**src/rtl/mips_multicycle_sequencer.sv**
```systemverilog
// mips_multicycle_sequencer
//   Multicycle control sequencer for the MIPS datapath. Walks each instruction
//   through FETCH / DECODE / EXEC / MEM / WB over the shared ALU, register file
//   and data RAM. Instruction and data memories are reached through req/ack
//   handshakes, so either one may take any number of cycles to respond.
//
// Parameters
//   MEM_TIMEOUT  cycles a memory request may wait for ack before trapping
//                (only has an effect when SEQ_MEM_TIMEOUT_EN is defined)
//
// Optional feature
//   `define SEQ_MEM_TIMEOUT_EN  builds the memory wait watchdog (trap cause 11).
//   Without it no counter exists and the block waits indefinitely.
//
// Ports
//   clk, rst_n        clock, synchronous active-low reset
//   opcode, funct     IR fields (valid from DECODE onward)
//   zero              ALU zero flag, used for beq
//   imem_ack/dmem_ack memory handshake acknowledges
//   imem_req          instruction fetch request
//   dmem_req/dmem_we  data memory request / write enable
//   ir_load, pc_write, pc_src      IR / PC controls
//   alu_src, alu_ctrl, reg_dst, mem2reg, reg_write   datapath controls
//   instr_done        pulse on an instruction's final cycle
//   exception         pulse on the first TRAP cycle
//   exc_cause         00 none, 01 bad opcode, 10 bad funct, 11 memory timeout
//   halted            high while in TRAP
module mips_multicycle_sequencer #(
  parameter int MEM_TIMEOUT = 16
) (
  input  logic       clk,
  input  logic       rst_n,
  input  logic [5:0] opcode,
  input  logic [5:0] funct,
  input  logic       zero,
  input  logic       imem_ack,
  input  logic       dmem_ack,
  output logic       imem_req,
  output logic       dmem_req,
  output logic       dmem_we,
  output logic       ir_load,
  output logic       pc_write,
  output logic [1:0] pc_src,
  output logic       alu_src,
  output logic [3:0] alu_ctrl,
  output logic       reg_dst,
  output logic       mem2reg,
  output logic       reg_write,
  output logic       instr_done,
  output logic       exception,
  output logic [1:0] exc_cause,
  output logic       halted
);

  typedef enum logic [2:0] {
    S_FETCH, S_DECODE, S_EXEC, S_MEM, S_WB, S_TRAP
  } state_t;

  typedef enum logic [2:0] {
    C_NONE, C_RTYPE, C_ADDI, C_LW, C_SW, C_BEQ
  } cls_t;

  state_t     state, state_nx;
  cls_t       cls, cls_nx;
  logic [3:0] alu_op, alu_op_nx;
  logic [1:0] cause, cause_nx;
  logic       exc_q, exc_nx;
  logic       timeout_hit;

  // ---------------------------------------------------------------- decode
  cls_t       dec_cls;
  logic [3:0] dec_alu;
  logic       dec_jump, dec_bad_op, dec_bad_fn;

  always_comb begin
    dec_cls    = C_NONE;
    dec_alu    = 4'b0010;
    dec_jump   = 1'b0;
    dec_bad_op = 1'b0;
    dec_bad_fn = 1'b0;
    case (opcode)
      6'h00: begin
        dec_cls = C_RTYPE;
        case (funct)
          6'h20:   dec_alu = 4'b0010;
          6'h22:   dec_alu = 4'b0110;
          6'h24:   dec_alu = 4'b0000;
          6'h25:   dec_alu = 4'b0001;
          6'h2A:   dec_alu = 4'b0111;
          default: begin
            dec_bad_fn = 1'b1;
            dec_cls    = C_NONE;
          end
        endcase
      end
      6'h02:   dec_jump = 1'b1;
      6'h08:   dec_cls  = C_ADDI;
      6'h23:   dec_cls  = C_LW;
      6'h2B:   dec_cls  = C_SW;
      6'h04: begin
        dec_cls = C_BEQ;
        dec_alu = 4'b0110;
      end
      default: dec_bad_op = 1'b1;
    endcase
  end

  // ------------------------------------------------------- memory watchdog
`ifdef SEQ_MEM_TIMEOUT_EN
  localparam int CW = $clog2(MEM_TIMEOUT + 1);
  logic [CW-1:0] to_cnt;
  logic          waiting;

  assign waiting     = ((state == S_FETCH) && !imem_ack) ||
                       ((state == S_MEM)   && !dmem_ack);
  // Fires on the MEM_TIMEOUT-th consecutive wait cycle; an ack in that same
  // cycle clears waiting, so ack takes priority.
  assign timeout_hit = waiting && (to_cnt == CW'(MEM_TIMEOUT - 1));

  always_ff @(posedge clk) begin
    if (!rst_n)                            to_cnt <= '0;
    else if (waiting && state_nx == state) to_cnt <= to_cnt + 1'b1;
    else                                   to_cnt <= '0;
  end
`else
  logic unused_timeout_cfg;
  assign unused_timeout_cfg = (MEM_TIMEOUT > 0);
  assign timeout_hit        = 1'b0;
`endif

  // ------------------------------------------------------------------- FSM
  always_ff @(posedge clk) begin
    if (!rst_n) begin
      state  <= S_FETCH;
      cls    <= C_NONE;
      alu_op <= 4'b0000;
      cause  <= 2'b00;
      exc_q  <= 1'b0;
    end else begin
      state  <= state_nx;
      cls    <= cls_nx;
      alu_op <= alu_op_nx;
      cause  <= cause_nx;
      exc_q  <= exc_nx;
    end
  end

  logic       imem_req_c, dmem_req_c, dmem_we_c, ir_load_c, pc_write_c;
  logic       reg_write_c, done_c, sel_en;
  logic [1:0] pc_src_c;

  always_comb begin
    state_nx    = state;
    cls_nx      = cls;
    alu_op_nx   = alu_op;
    cause_nx    = cause;
    exc_nx      = 1'b0;
    imem_req_c  = 1'b0;
    dmem_req_c  = 1'b0;
    dmem_we_c   = 1'b0;
    ir_load_c   = 1'b0;
    pc_write_c  = 1'b0;
    pc_src_c    = 2'b00;
    reg_write_c = 1'b0;
    done_c      = 1'b0;
    case (state)
      S_FETCH: begin
        imem_req_c = 1'b1;
        if (imem_ack) begin
          ir_load_c  = 1'b1;
          pc_write_c = 1'b1;
          state_nx   = S_DECODE;
        end else if (timeout_hit) begin
          state_nx = S_TRAP;
          cause_nx = 2'b11;
          exc_nx   = 1'b1;
        end
      end
      S_DECODE: begin
        cls_nx    = dec_cls;
        alu_op_nx = dec_alu;
        if (dec_jump) begin
          pc_write_c = 1'b1;
          pc_src_c   = 2'b10;
          done_c     = 1'b1;
          state_nx   = S_FETCH;
        end else if (dec_bad_op) begin
          state_nx = S_TRAP;
          cause_nx = 2'b01;
          exc_nx   = 1'b1;
        end else if (dec_bad_fn) begin
          state_nx = S_TRAP;
          cause_nx = 2'b10;
          exc_nx   = 1'b1;
        end else begin
          state_nx = S_EXEC;
        end
      end
      S_EXEC: begin
        case (cls)
          C_BEQ: begin
            if (zero) begin
              pc_write_c = 1'b1;
              pc_src_c   = 2'b01;
            end
            done_c   = 1'b1;
            state_nx = S_FETCH;
          end
          C_LW, C_SW: state_nx = S_MEM;
          default:    state_nx = S_WB;
        endcase
      end
      S_MEM: begin
        dmem_req_c = 1'b1;
        dmem_we_c  = (cls == C_SW);
        if (dmem_ack) begin
          if (cls == C_SW) begin
            done_c   = 1'b1;
            state_nx = S_FETCH;
          end else begin
            state_nx = S_WB;
          end
        end else if (timeout_hit) begin
          state_nx = S_TRAP;
          cause_nx = 2'b11;
          exc_nx   = 1'b1;
        end
      end
      S_WB: begin
        reg_write_c = 1'b1;
        done_c      = 1'b1;
        state_nx    = S_FETCH;
      end
      S_TRAP:  state_nx = S_TRAP;
      default: state_nx = S_FETCH;
    endcase
  end

  // Datapath selects come only from the latched class, so they hold steady
  // from EXEC through WB and the ALU result is still valid at writeback.
  assign sel_en = (state == S_EXEC) || (state == S_MEM) || (state == S_WB);

  // Every output is forced low while reset is asserted, before the edge lands.
  assign imem_req   = rst_n & imem_req_c;
  assign dmem_req   = rst_n & dmem_req_c;
  assign dmem_we    = rst_n & dmem_we_c;
  assign ir_load    = rst_n & ir_load_c;
  assign pc_write   = rst_n & pc_write_c;
  assign pc_src     = rst_n ? pc_src_c : 2'b00;
  assign alu_src    = rst_n & sel_en & ((cls == C_ADDI) || (cls == C_LW) || (cls == C_SW));
  assign alu_ctrl   = (rst_n && sel_en) ? alu_op : 4'b0000;
  assign reg_dst    = rst_n & sel_en & (cls == C_RTYPE);
  assign mem2reg    = rst_n & sel_en & (cls == C_LW);
  assign reg_write  = rst_n & reg_write_c;
  assign instr_done = rst_n & done_c;
  assign exception  = rst_n & exc_q;
  assign exc_cause  = rst_n ? cause : 2'b00;
  assign halted     = rst_n & (state == S_TRAP);

endmodule

```
**config.mk**
```make
export PLATFORM = sky130hd
export DESIGN_NAME = mips_multicycle_sequencer
export DESIGN_NICKNAME = d
export VERILOG_FILES = /design/src/rtl/mips_multicycle_sequencer.sv
export SDC_FILE = /design/constraint.sdc
export NUM_CORES = 1
export LEC_CHECK = 0
export CELL_PAD_IN_SITES_DETAIL_PLACEMENT = 1
export CELL_PAD_IN_SITES_GLOBAL_PLACEMENT = 1
export CORE_MARGIN = 4
export CORE_UTILIZATION = 32
export DETAILED_ROUTE_END_ITERATION = 10
export PLACE_DENSITY_LB_ADDON = 0.1
export SYNTH_ARGS = -nofsm -noshare
export SYNTH_HDL_FRONTEND = slang
export SYNTH_SLANG_ARGS = --single-unit
```
**constraint.sdc**
```tcl
create_clock -name clk -period 4.3 [get_ports clk]
set_clock_uncertainty 0.15 [all_clocks]
set_input_delay 0.43 -clock clk [delete_from_list [all_inputs] [get_ports clk]]
set_output_delay 0.43 -clock clk [all_outputs]
set_load 0.01 [all_outputs]
```
==> results of run 1 <==
cell families (layout without fill, tap and decap cells):
kind of cell	count (synthesis)	after routing	synth area share, %
and+or+nand+nor	73	73	43.19
DFF	12	12	24.68
buffers and inverters	11	42	5.655
AOI/OAI and AO/OA	32	32	23.01
other	1	1	0.3852
muxes	3	3	3.085
worst paths after layout:
kind / start / to / slack (ns)
hold reg to reg: cause[0] / cause[0] / 0.35
setup / recovery: rst_n / reg_dst / 1.13
setup reg to reg: state[0] / alu_op[0] / 2.06
hold / removal: cause[0] / cause[0] / 0.35
synth_stat cells, types with 2 or more instances:
cell type / n
a21oi_1: 7
a22oi_1: 2
a31oi_1: 3
and2_1: 7
and3_1: 3
buf_2: 2
clkbuf_1: 3
dfxtp_1: 12
inv_1: 3
mux2i_1: 3
nand2_1: 12
nand2b_1: 5
nand3_1: 6
nand3b_1: 2
nand4_1: 2
nor2_1: 12
nor2b_1: 5
nor3_1: 7
nor3b_1: 2
nor4b_1: 3
o211ai_1: 2
o21a_1: 4
o21ai_0: 5
power groups by stage:
stage / clock, mW / sequential [mW] / combinational (mW)
after floorplan: 0 / 0.124 / 0.0520
after global placement: 0 / 0.131 / 0.0817
after detailed placement: 0 / 0.131 / 0.0830
after CTS: 0.101 / 0.129 / 0.0834
after global routing: 0.105 / 0.130 / 0.0912
final: 0.0964 / 0.129 / 0.0828
through the flow:
stage                     worst slack (ns)  total power, mW  hold WS [ns]  utilization [%]
final                                1.133           0.3081        0.3533            47.90
after global routing                0.8631           0.3269        0.3844            47.90
after CTS                            1.117           0.3136        0.3594            47.90
after detailed placement             1.122           0.2143        0.3399            46.62
after global placement               1.193           0.2124        0.3247            46.62
after floorplan                      2.289           0.1757        0.3086                -
registers in the layout (all words and copies together) (netlist names):
signal / cells
alu_op: 3
cause: 2
cls: 3
exc_q: 1
state: 3
worst reg2reg max path, stage by stage (launching register included):
cell      delay (ns)
dfxtp_1         0.74
nor3b_4         0.41
nand4_1         0.18
nor4b_1         0.43
a222oi_1        0.14
nor2b_1         0.14
cell type report:
type	instances	area [µm²]
Clock buffer	4	36.28
Sequential cell	12	240.2
Tap cell	31	38.79
Inverter	3	11.26
Fill cell	371	1474
Multi-Input combinational cell	109	678.2
Timing Repair Buffer	35	350.3
metal layers:
| metal | up-vias | GRT usage [%] |
|---|---|---|
| met4 | 0 | 4.959 |
| met3 | 6 | 3.020 |
| li1 | 541 | - |
| met1 | 514 | 18.76 |
| met5 | - | 0 |
| met2 | 32 | 24.11 |
cells in the final DEF (no fill, tap or decap), types with 2 or more instances in the layout:
master,count
o21a_1,4
nand3_1,6
o21ai_0,5
nor2_1,12
nand4_1,2
nand2_1,12
and3_1,3
a21oi_1,7
o211ai_1,2
clkbuf_4,3
clkdlybuf4s50_1,35
a31oi_1,3
inv_1,3
nand3b_1,2
nor4b_1,3
nor3b_1,2
nor3_1,7
mux2i_1,3
nor2b_1,5
nand2b_1,5
dfxtp_1,12
and2_1,7
a22oi_1,2
==> results.py, run 1 <==
metrics = {
    "floorplan": {
        "ios": 37,
        "die_area_um2": 3989,
        "core_um2": 2829,
        "die_w_um": 63.16,
        "die_y_um": 63.16,
        "start_util_pct": 34.41,
        "num_rows": 19,
    },
    "logic_synthesis": {
        "synth_seq_area_share_pct": 24.68,
        "yosysTopAreaCell": "dfxtp_1",
        "synth.avg_cell_area_um2": 7.374,
        "synth_edf_count": 0,
        "synthesis.area_um2": 973.4,
        "syn-num-nets": 149,
        "synth.area.top_cells": "dfxtp_1 25%, nand2_1 4.6%, nor2_1 4.6%, and2_1 4.5%, a21oi_1 3.6%",
        "synth_cells": 132,
        "ys_async_sr_fraction_pct": 0,
        "yosys.area.top_type_share_pct": 24.68,
        "synth_ff_type": "dfxtp_1",
        "ys_types": 43,
        "yosys_warnings": 0,
        "ys_ff_latch": 12,
    },
    "clock_network": {
        "clock_sinks": 12,
        "cts_tree": "built",
        "postCtsResizedCells": 0,
        "holdBufCountCts": 0,
        "cts_made_buffers": 3,
        "cts_setup_buffers": 0,
        "h-tree-depth": 1,
        "cts_root_buf": "clkbuf_4",
        "clock_latency_ns": 0.29,
        "clock_path_buffers": 2,
        "clkTransAtPathRegs_ns": 0.08,
    },
    "run": {
        "maxCapViolCount": 0,
    },
    "pwr": {
        "pwr-share-seq_pct": 41.8,
        "p_comb_share_pct": 26.9,
        "power.internal_uw": 213.5,
        "clock_power_share_pct": 31.3,
        "power_density_nw_per_um2": 227.3,
        "irDropWorstVdd_uv": 123.0,
        "swShare_pct": 30.69,
        "p_leak_nw": 0.4751,
        "p_sw_uw": 94.54,
    },
    "run_status": {
        "outcome": "complete, no violations",
    },
    "place": {
        "place_inst": 190,
        "place.gp.congestion": 0.8192,
        "placed_cell_area_um2": 1319,
        "numPortBuffers": 35,
        "place_hpwl_um": 2195,
    },
    "routing": {
        "met2WireLength_um": 1297,
        "top_layer": "met4",
        "drt_iter0_markers": 41,
        "dr_wl_met3_um": 148,
        "wire_per_inst_um": 14.79,
        "viasPerCell": 5.634,
        "ant_nets": 0,
        "drc": 0,
        "num_vias": 1093,
        "drt_wl_total_um": 2870,
        "met1Wirelength_um": 1370,
        "dr.pass1.iters": 4,
    },
    "critical_path": {
        "cp.arrival_ns": 2.59,
        "cp_slowest_cell": "clkdlybuf4s50_1",
        "critPathLaunchType": "input port",
        "cp-end-kind": "primary output",
        "path_class": "in -> out",
        "critPathTopFamily": "buffers and inverters",
        "critPathMostFrequentCell": "clkdlybuf4s50_1",
        "worstPathMaxFanout": 23,
        "cp_slowest_stage_delay_ns": 0.95,
        "cp.required_ns": 3.72,
        "cp_num_cells": 4,
        "reg2reg_depth": 5,
        "path_cells": "clkdlybuf4s50_1, o21ai_0, nor4b_1, clkdlybuf4s50_1",
        "path_buf_inv": 2,
    },
    "sta": {
        "hold_viol_final": 0,
        "rsz0062_at_grt": "no",
        "finalSetupViolations": 0,
        "fin_crit_sh_pct": 73.65,
        "fmax_mhz": 315.8,
        "finalSetupTns_ns": 0,
        "drv_slew": 0,
        "max_slew_margin_pct": 50.57,
        "tightestPinTransition_ns": 0.7392,
        "fin_crit_ns": 3.167,
    },
    "global_routing": {
        "antenna_found_initial": 0,
        "grt-ovfl-total": 0,
        "grt.total_usage_pct": 14.61,
        "grt_pass1_wl_um": 4816,
        "grt_max_degree": 24,
        "grt_pass1_vias": 1054,
    },
    "finish": {
        "area_delta_synth_final_pct": 39.20,
        "fin_area_um2": 1355,
        "n_antenna_cell": 0,
        "layout.nets": 181,
        "drive_gt1_share_pct": 6.135,
        "layoutNonFillerInstCount": 194,
    },
    "min_path": {
        "hold_depth": 2,
        "hold_class": "reg -> reg",
    },
}
No activity file was read; power rests on OpenSTA's default activity.
==> run 2, diff against run 1 <==
Settings changed: CORE_UTILIZATION 32 to 27.
Clock period 4.3 ns to 2.6 ns, I/O delays scaled along.
==> run 2 against run 1 <==
Net effect: sequential power up 59%; sequential share of layout area shrank 1.5 points; critical path depth rose by 3; worst setup slack lost 1.0 ns; via count grew 4.4%; power up 71%; combinational power up 100%; critical path type unchanged; core utilization decreased by 4.2 points; largest cell class unchanged; final cell count increased by 15%.
==> results.py, run 2 (synthesized netlist as in run 1, its figures left out) <==
metrics = {
    "critical_path": {
        "path_cells": "clkdlybuf4s50_1, nor3_2, and4bb_2, nand3b_1, a21oi_1, o21a_1, clkdlybuf4s50_1",
        "critPathMostFrequentCell": "clkdlybuf4s50_1",
        "critPathTopFamily": "buffers and inverters",
        "cp-end-kind": "primary output",
        "startpoint": "opcode[5]",
        "cp.arrival_ns": 2.10,
        "cp_slowest_cell": "clkdlybuf4s50_1",
        "crit-reg2reg-launch": "state[2]",
        "path_buf_inv": 2,
        "critPathLaunchType": "input port",
        "cp.required_ns": 2.19,
        "worstPathMaxFanout": 3,
        "cp_slowest_stage_delay_ns": 0.53,
        "path_class": "in -> out",
    },
    "place": {
        "placed_cell_area_um2": 1435,
        "place_hpwl_um": 2706,
        "place.gp.congestion": 0.7634,
        "numPortBuffers": 35,
    },
    "finish": {
        "regArea_um2": 241.5,
        "fin_area_um2": 1491,
        "layout_common_cells": "34 x clkdlybuf4s50_1, 14 x buf_4, 12 x nand2_1, 11 x nor2_1, 11 x dfxtp_1",
        "area_delta_synth_final_pct": 53.21,
        "mostFrequentLayoutCell": "clkdlybuf4s50_1",
        "fillers": 429,
        "layout.nets": 195,
        "drive_gt1_share_pct": 15.25,
        "top_regs": "alu_op (3), cls (3), state (3)",
        "multi_input_area_um2": 686.9,
        "n_antenna_cell": 0,
    },
    "routing": {
        "drt_wl_total_um": 3403,
        "drc": 0,
        "viasPerCell": 5.117,
        "dr.pass1.iters": 4,
        "ant_nets": 0,
        "num_vias": 1141,
        "wire_per_inst_um": 15.26,
        "drt_iter0_markers": 51,
    },
    "sta": {
        "drv_slew": 0,
        "fin_crit_ns": 2.510,
        "finalSetupViolations": 0,
        "hold_slack_ns": 0.3498,
        "max_slew_margin_pct": 66.29,
        "hold_viol_final": 0,
        "tightestPinTransition_ns": 0.5018,
        "fin_crit_sh_pct": 96.55,
        "fmax_mhz": 398.4,
    },
    "pwr": {
        "power_uw": 527.2,
        "p_leak_nw": 0.5600,
        "irDropWorstVdd_uv": 310.9,
        "power_density_nw_per_um2": 353.5,
    },
    "clock_network": {
        "clock_path_buffers": 2,
        "cts_tree": "built",
        "cts_root_buf": "clkbuf_4",
        "clock_sinks": 12,
        "holdBufCountCts": 0,
        "clkTransAtPathRegs_ns": 0.08,
        "clock_latency_ns": 0.28,
        "h-tree-depth": 1,
        "cts_made_buffers": 3,
    },
    "min_path": {
        "hold_start": "cause[0]",
        "hold_class": "reg -> reg",
    },
    "floorplan": {
        "die_w_um": 68.05,
        "num_rows": 21,
        "die_y_um": 68.05,
        "start_util_pct": 28.50,
        "die_area_um2": 4630,
        "ios": 37,
        "core_um2": 3416,
    },
    "run": {
        "maxCapViolCount": 0,
    },
    "global_routing": {
        "grt_pass1_vias": 1170,
        "grt_max_degree": 17,
        "grt_pass1_wl_um": 5526,
        "antenna_found_initial": 0,
        "grtUsageMet3_pct": 4.269,
        "grt-ovfl-total": 0,
        "grt.total_usage_pct": 15.69,
        "busiest_layer": "met2",
        "use_met2_pct": 28.04,
        "met1_usage_pct": 18.70,
    },
    "run_status": {
        "outcome": "complete, no violations",
    },
}
run 2: area by class of cell:
class	instances	area share, %
Timing Repair Buffer	49	30.70
Tap cell	46	3.859
Multi-Input combinational cell	109	46.06
Sequential cell	12	16.19
Clock buffer	4	2.433
Inverter	3	0.7550
run 2: worst paths after layout:
check | endpoint | slack (ns) | cells after the start
max reg2reg | alu_op[0] | 0.67 | 6
min reg2reg | cause[0] | 0.35 | 2
max | instr_done | 0.09 | 7
min | cause[0] | 0.35 | 2
run 2: where the power goes:
part           switching (mW)  leakage [nW]  internal [mW]  total, mW
sequential            0.00894        0.0982          0.196      0.205
combinational          0.0810         0.441         0.0850      0.166
clock                  0.0708        0.0210         0.0854      0.156
run 2: worst register-to-register path, cell delays in order, from the launching register on:
cell and delay [ns]:
dfxtp_1 0.35, buf_4 0.18, nor3b_4 0.30, nand4_1 0.19, nor4b_1 0.46, a222oi_1 0.12, nor2b_1 0.13
run 2: stage by stage:
stage	setup slack (ns)	setup TNS, ns	std cells	utilization, %
floorplan	0.7993	0	132	-
global placement	0.07272	0	218	42.01
detailed placement	0.01549	0	218	42.01
CTS	0.004177	0	222	43.08
global route	-0.02215	-0.03352	223	43.66
finish	0.08967	0	223	43.66
run 2: timing repair:
action	4_1_cts	5_1_grt
gates resized for setup	0	4
setup endpoints to repair	0	4
buffers inserted	0	1
endpoints found under the hold margin	0	0
run 2: layer usage:
| layer | part of all wire (%) | wire [µm] | up-vias |
|---|---|---|---|
| met2 | 51 | 1737 | 21 |
| met5 | 0 | 0 | - |
| li1 | - | - | 571 |
| met3 | 3.5 | 120 | 4 |
| met1 | 45 | 1520 | 545 |
| met4 | 0.73 | 25 | 0 |
